==> src/rtl/cix_seq.sv <==
// Sequential count-leading/trailing-zeros/ones and popcount unit, one C-bit chunk per cycle.
// Define CIX_SEQ_EARLY_EXIT_EN to end clz/ctz runs at the terminating chunk instead of after N chunks.
module cix_seq #(
  parameter int ORDER  = 5,
  parameter int CORDER = 3
) (
  input  logic                    clock,
  input  logic                    reset_n,
  input  logic                    in_valid,
  output logic                    in_ready,
  input  logic                    clz,
  input  logic                    ctz,
  input  logic                    inv,
  input  logic [(1<<ORDER)-1:0]   in,
  output logic                    out_valid,
  input  logic                    out_ready,
  output logic [ORDER:0]          out,
  output logic                    zero
);

  localparam int W  = 1 << ORDER;
  localparam int C  = 1 << CORDER;
  localparam int N  = W / C;
  localparam int IW = (ORDER > CORDER) ? (ORDER - CORDER) : 1;

  localparam logic [IW-1:0]  IDX_HI  = IW'(N - 1);
  localparam logic [IW-1:0]  IDX_ONE = IW'(1);
  localparam logic [ORDER:0] ONE     = (ORDER + 1)'(1);

  localparam logic [1:0] S_IDLE = 2'd0;
  localparam logic [1:0] S_RUN  = 2'd1;
  localparam logic [1:0] S_DONE = 2'd2;

  logic [1:0]     r_state;
  logic [W-1:0]   r_word;
  logic           r_clz;
  logic           r_ctz;
  logic [ORDER:0] r_acc;
  logic [IW-1:0]  r_idx;
  logic           r_stop;
  logic           r_zero;

  logic [W-1:0]   w_opnd;
  logic [C-1:0]   w_chunk;
  logic [ORDER:0] w_cnt;
  logic           w_single;
  logic           w_null;
  logic           w_hit;
  logic           w_last;
  logic [IW-1:0]  w_end_idx;

  function automatic logic [ORDER:0] f_lead_zeros(input logic [C-1:0] c);
    logic [ORDER:0] n;
    logic           hit;
    n   = '0;
    hit = 1'b0;
    for (int i = C - 1; i >= 0; i--) begin
      if (c[i]) hit = 1'b1;
      else if (!hit) n = n + ONE;
    end
    return n;
  endfunction

  function automatic logic [ORDER:0] f_trail_zeros(input logic [C-1:0] c);
    logic [ORDER:0] n;
    logic           hit;
    n   = '0;
    hit = 1'b0;
    for (int i = 0; i < C; i++) begin
      if (c[i]) hit = 1'b1;
      else if (!hit) n = n + ONE;
    end
    return n;
  endfunction

  function automatic logic [ORDER:0] f_zero_bits(input logic [C-1:0] c);
    logic [ORDER:0] n;
    n = '0;
    for (int i = 0; i < C; i++) begin
      if (!c[i]) n = n + ONE;
    end
    return n;
  endfunction

  assign w_opnd    = inv ? ~in : in;
  assign in_ready  = (r_state == S_IDLE);
  assign out_valid = (r_state == S_DONE);
  assign out       = r_acc;
  assign zero      = r_zero;

  always_comb begin
    w_chunk = r_word[C-1:0];
    for (int i = 0; i < N; i++) begin
      if (r_idx == IW'(i)) w_chunk = r_word[i*C +: C];
    end
  end

  always_comb begin
    w_single  = r_clz ^ r_ctz;
    w_null    = !r_clz && !r_ctz;
    w_hit     = w_single && (w_chunk != '0);
    w_end_idx = (r_clz && !r_ctz) ? '0 : IDX_HI;
    if (r_clz && r_ctz)  w_cnt = f_zero_bits(w_chunk);
    else if (r_clz)      w_cnt = f_lead_zeros(w_chunk);
    else if (r_ctz)      w_cnt = f_trail_zeros(w_chunk);
    else                 w_cnt = '0;
`ifdef CIX_SEQ_EARLY_EXIT_EN
    w_last = w_null || (r_idx == w_end_idx) || w_hit;
`else
    w_last = w_null || (r_idx == w_end_idx);
`endif
  end

  // operand and op latch: only consumed during RUN, so no reset needed
  always_ff @(posedge clock) begin
    if (r_state == S_IDLE && in_valid) begin
      r_word <= w_opnd;
      r_clz  <= clz;
      r_ctz  <= ctz;
    end
  end

  always_ff @(posedge clock or negedge reset_n) begin
    if (!reset_n) begin
      r_state <= S_IDLE;
      r_acc   <= '0;
      r_idx   <= '0;
      r_stop  <= 1'b0;
      r_zero  <= 1'b0;
    end else begin
      case (r_state)
        S_IDLE: begin
          if (in_valid) begin
            r_acc   <= '0;
            r_idx   <= (clz && !ctz) ? IDX_HI : '0;
            r_stop  <= 1'b0;
            r_zero  <= (w_opnd == '0);
            r_state <= S_RUN;
          end
        end
        S_RUN: begin
          // once a single-sided count has terminated, later chunks are ignored
          if (!r_stop) r_acc <= r_acc + w_cnt;
          if (w_hit)   r_stop <= 1'b1;
          if (w_last) begin
            r_state <= S_DONE;
          end else if (r_clz && !r_ctz) begin
            r_idx <= r_idx - IDX_ONE;
          end else begin
            r_idx <= r_idx + IDX_ONE;
          end
        end
        S_DONE: begin
          if (out_ready) r_state <= S_IDLE;
        end
        default: r_state <= S_IDLE;
      endcase
    end
  end

endmodule

==> config.mk <==
export PLATFORM = sky130hd
export DESIGN_NAME = cix_seq
export DESIGN_NICKNAME = d
export VERILOG_FILES = /design/src/rtl/cix_seq.sv
export SDC_FILE = /design/constraint.sdc
export NUM_CORES = 1
export LEC_CHECK = 0
export ABC_AREA = 1
export BUFFER_PORTS_ARGS = -buffer_cell sky130_fd_sc_hd__buf_2
export CAP_MARGIN = 20
export CORE_UTILIZATION = 60
export CTS_CLUSTER_DIAMETER = 80
export DETAILED_ROUTE_END_ITERATION = 8
export HOLD_SLACK_MARGIN = 0.03
export PLACE_DENSITY = 0.91
export SLEW_MARGIN = 20
export SYNTH_ARGS = -nofsm -noshare
export SYNTH_HDL_FRONTEND = slang
export SYNTH_SLANG_ARGS = --single-unit
export TNS_END_PERCENT = 10
==> constraint.sdc <==
create_clock -name clock -period 14.5 [get_ports clock]
set_input_delay 2.175 -clock clock [delete_from_list [all_inputs] [get_ports clock]]
set_output_delay 2.175 -clock clock [all_outputs]
set_load 0.02 [all_outputs]
; ---- Word-level counts from Yosys, hierarchy flattened
; Index checks and enable logic that the tools add are counted.
[word_totals]
rom_bits = 0
in_bits = 39
mem_bits_rw = 0
ff_bits = 46
mem_count = 0
out_inout_bits = 9
latchBits = 0
[classes]
addsub = 24
n_mul = 0
div = 0
n_eq_ne = 12
n_bitwise = 2
order_cmp = 0
shifts = 0
muxes = 151
reduce_logical = 19
[op_table]
columns = op, n
row1 = $mux 6, 82
row2 = $add 6x1->6 const B, 21
row3 = $mux 1, 53
row4 = $logic_not 32->1, 1
row5 = $mux 32, 1
row6 = $not 32->32, 1
row7 = $mux 8, 3
row8 = $mux 2, 8
row9 = $pmux 6 s2, 1
row10 = $reduce_and 3->1, 4
row11 = $ne 2x2->1 const B, 5
row12 = $reduce_bool 8->1, 1
row13 = $add 6x6->6, 1
row14 = $eq 2x2->1 const B, 3
row15 = $logic_and 1x1->1, 6
row16 = $pmux 2 s3, 1
row17 = $eq 2x1->1 const B, 2
row18 = $pmux 2 s2, 1
row19 = $logic_not 1->1, 3
row20 = $add 2x1->2 const B, 1
row21 = $eq 2x2->1, 1
row22 = $logic_not 2->1, 1
row23 = $ne 2x1->1 const B, 1
row24 = $pmux 1 s2, 1
row25 = other kinds (5), 5

; ---- Longest topological paths before layout
[depth]
depth_word = 53
ltp_mapped = 47

; ---- Worst setup path after synthesis
; Ideal clock, no wire load.
[synth_timing]
kind = register to register
startpoint = register r_idx[0]
endpoint = register r_acc[5], in the netlist out[5]
required_ps = 14383
arrival_ps = 5802
path_stages_with_launch = 45
setup_slack_ps = 8581
synth_period_minus_slack_ps = 5919
setup_time_ps = 117
path_buffers = 1
cell_sequence = dfrtp_1 ha_1 buf_2 a21oi_1 o31ai_1 o21ai_1 inv_1 ha_1 inv_1 nand2_1 and2_1 ha_1 inv_1 nand3_1 o21ai_0 inv_1 ha_1 nor2_1 [9 not listed] ha_1 nand2_1 nor2_1 nand3b_1 o21ai_0 nand2_1 o31ai_1 ha_1 a21oi_1 and2_1 nor2_1 o21ai_0 nand2_1 xor2_1 inv_1 nand4_1 nand3_1 nand2_1
[synth_between]
elab_chain_len = 53
elab_cells_between_ends = 161
cone_classes = add/sub (22) / eq/ne (3) / mux (136)
[synth_lines]
columns = element, line_no
row1 = from (decl), 39  ; logic [IW-1:0] r_idx;
row2 = from (signal assigned), 135  ; r_idx <= (clz && !ctz) ? IDX_HI : '0;
row3 = from (signal assigned), 148  ; r_idx <= r_idx - IDX_ONE;
row4 = from (signal assigned), 150  ; r_idx <= r_idx + IDX_ONE;
row5 = $eq 2x1->1, 94  ; if (r_idx == IW'(i)) w_chunk = r_word[i*C +: C];
row6 = $mux 8 (2 in series), 94
row7 = $mux 8 (*), 94
row8 = $mux 1, "70, 80"
row9 = $mux 6, 105  ; else if (r_ctz) w_cnt = f_trail_zeros(w_chunk);
row10 = $mux 6, 104  ; else if (r_clz) w_cnt = f_lead_zeros(w_chunk);
row11 = $mux 6, 103  ; if (r_clz && r_ctz) w_cnt = f_zero_bits(w_chunk);
row12 = $add 6x1->6, 71  ; else if (!hit) n = n + ONE;
row13 = [36 not listed], n/a
row14 = $mux 6, 71
row15 = $mux 6, 70  ; if (c[i]) hit = 1'b1;
row16 = $mux 6, 105
row17 = $mux 6, 104
row18 = $mux 6 (*), 103
row19 = $add 6x6->6 (*), 143  ; if (!r_stop) r_acc <= r_acc + w_cnt;
row20 = $mux 6 (*), 143
row21 = $pmux 6 s2 (*), 131  ; case (r_state)
row22 = to (signal assigned), 143
row23 = to (decl), 38  ; logic [ORDER:0] r_acc;
; Mark *: on every way between the ends. The rest lies on a longest branch, timed or not. The select of a mux whose other input is x is not followed.
; A chain may end at the register's enable or synchronous reset.

; ---- Worst setup path in the final report
[layout_timing]
startpoint = register r_idx[1]
endpoint = register r_acc[5], in the netlist out[5]
; Same word-level chain as after synthesis.

==> impl_results.md <==
* Levels on crit path at 42
* Die ar. at 0.00767 mm²
* Largest net degree at the start of global routing at 33
* FMAX at 145 MHz
* CTS root buffer: clkbuf_8
* Vias in the first global route at 4123
* Worst-margin pin slew at 0.819 ns
* Num CTS Buffers at 5
* Leading area contributor after synthesis: edfxtp_1
* CTS clock-pin slew for the worst setup and hold paths at 0.09 ns
* Synth Area per Inst at 7.20 µm²
* Outcome: completed
* Max_cap viols at 0
* Most frequent cells in the layout: nand2_1, inv_1, nor2_1
* Final Max Slew Viols at 0
* Number of diodes at 0
* Startpoint types: register
* # rows at 30
* Share of cells above drive strength 1 at 17.3%
* Worst slew margin at 45.4%
* Clock latency on the worst-skew pair at 0.31 ns
* Initial core utilization at 63.3%
* # resized after CTS at 0
* Seq cells post-synth at 46
* Drt first pass iters at 5
* Top cells by area in the synthesized netlist: edfxtp_1, nand2_1, ha_1
* Area growth syn-to-layout at 9.77%
* Critical R2R Capture: out[5]$_DFFE_PN0P_
* I/O pin count at 48
* Die Y at 87.6 µm
* Final Hold Viols at 0
* Final period util at 47.5%
* WP data required at 14.71 ns
* Synth top area share at 23.2%
* R2R Path Start: r_idx[1]$_DFFE_PN0P_
* Main combinational cell family by area after synthesis: simple AND/OR/NAND/NOR gates
* Sequential share of the synthesized area at 30.1%
* CP max-delay cell: ha_1
* Placer Congestion at 0.974
* Setup violators final at 0
* Synth cell types at 44
* Grt total ovfl at 0
* Synth Area in Simple Gates at 35.6%
* CP peak stage delay at 0.51 ns
* CTS tree: yes
* Post-synthesis compound-gate area fraction at 8.17%
* Mux cell area share after synthesis at 0%
* Worst setup path start: r_idx[1]$_DFFE_PN0P_
* Antenna Violating Nets Remaining at 0
* Kind of critical path: register to register
* Core ar. at 0.00694 mm²
* End point of the critical path: out[5]$_DFFE_PN0P_
* Clock sink count at 46
* Buf/Inv on CP at 7
* Setup Fix Bufs, Post-CTS at 0
* First-pass GRT wire length at 17800 µm
* Final net count at 727
* Period minus WS final at 6.89 ns
* Mapped Area at 0.00439 mm²
* Worst min-delay path category: register to register
* R2R cell count at 42
* Xor/xnor share of the synthesized area at 7.37%
* Hold bufs inserted after CTS at 0
* Post-DR vias/cell at 5.53
* Post-DP HPWL at 8290 µm
* Post-Synth Adder-Cell Area at 9.00%
* Routed WL at 10400 µm
* Wire length per cell at 13.8 µm
* Initial detailed-routing violation count at 272
* Final setup TNS at 0 ns
* Die width at 87.6 µm
* H-tree levels at 2
* Yosys warnings at 0
* Initial antenna violation count at 0
* Worst endpoint data arrival time at 7.09 ns
* I/O Buffers at 47
* Most common cell after layout, fill and taps aside: nand2_1
* Clock Tree Buf Depth at 2
* Unrepaired setup endpoints after global routing: no
* Fillers at 546
* DRC violation count after routing at 0
* Syn nets at 680
* Final clock skew at 0.0104 ns
* Worst-path fanout max at 12
* Total track usage at 29.8%
* CP Capture Type: register
* Post-Syn Instances at 610
* R2R setup slack at 7.61 ns
* Vias at 4166
* Top delay family on crit path: adder cells
==> cells in the mapped netlist, drive strengths merged <==
library cell,count
nand2,185
inv,98
nor2,59
nand3,52
xor2,36
edfxtp,34
o21ai,32
ha,30
a21oi,15
nand4,15
dfrtp,12
nor4,8
buf,6
o31ai,5
nand3b,4
or2,3
and2,2
clkbuf,2
clkinv,2
o22ai,2
a22o,1
a31oi,1
a32o,1
fa,1
nor3,1
o211ai,1
o21bai,1
xnor2,1
==> layer usage <==
layer / track usage [%] / vias to the layer above / wire length, µm
met3: 3.86 / 38 / 588
met2: 54.3 / 160 / 5130
met1: 35.4 / 1904 / 4330
li1: - / 2064 / -
met4: 12.5 / 0 / 337
met5: 0 / - / 0
==> cell type report <==
class,count,area (µm²),area share [%]
Clock buffer,5,68.8,1.43
Tap cell,96,120,2.49
Clock inverter,3,43.8,0.908
Multi-Input combinational cell,456,2640,54.8
Sequential cell,46,1320,27.4
Inverter,100,383,7.94
Timing Repair Buffer,48,243,5.03
==> state kept, by name (all words and copies together), names as in the netlist <==
signal and cells:
out 6, r_clz 1, r_ctz 1, r_idx 2, r_state 2, r_stop 1, r_word 32, zero 1
==> stage by stage <==
stage	utilization, %	cell area, µm²	setup slack [ns]	cells	hold WS, ns
floorplan	-	4390	8.58	610	0.464
global placement	67.8	4710	8.10	746	0.471
detailed placement	67.8	4710	7.82	746	0.493
CTS	69.5	4820	7.76	754	0.514
global route	69.5	4820	6.88	754	0.537
finish	69.5	4820	7.61	754	0.509
==> worst min path at each step <==
stage                           startpoint                      to  slack [ns]  depth (start not counted)
floorplan               r_stop$_DFFE_PN0P_      r_stop$_DFFE_PN0P_        0.46                          1
global placement          zero$_DFFE_PN0P_        zero$_DFFE_PN0P_        0.47                          2
detailed placement  r_state[0]$_DFFE_PN0P_  r_state[1]$_DFFE_PN0P_        0.49                          1
CTS                 r_state[0]$_DFFE_PN0P_  r_state[1]$_DFFE_PN0P_        0.51                          1
global route        r_state[0]$_DFFE_PN0P_  r_state[1]$_DFFE_PN0P_        0.54                          1
finish              r_state[0]$_DFFE_PN0P_  r_state[1]$_DFFE_PN0P_        0.51                          1
==> cell families after synthesis <==
kind of cell	after synthesis
xor gates and xnor gates	37
DFF	46
AOI/OAI and AO/OA	59
buffers and inverters	108
adders and majority gates	31
and+or+nand+nor	329
Power is not shown: default switching activity piles up to over one toggle a cycle in this logic, so the estimate is an artifact.
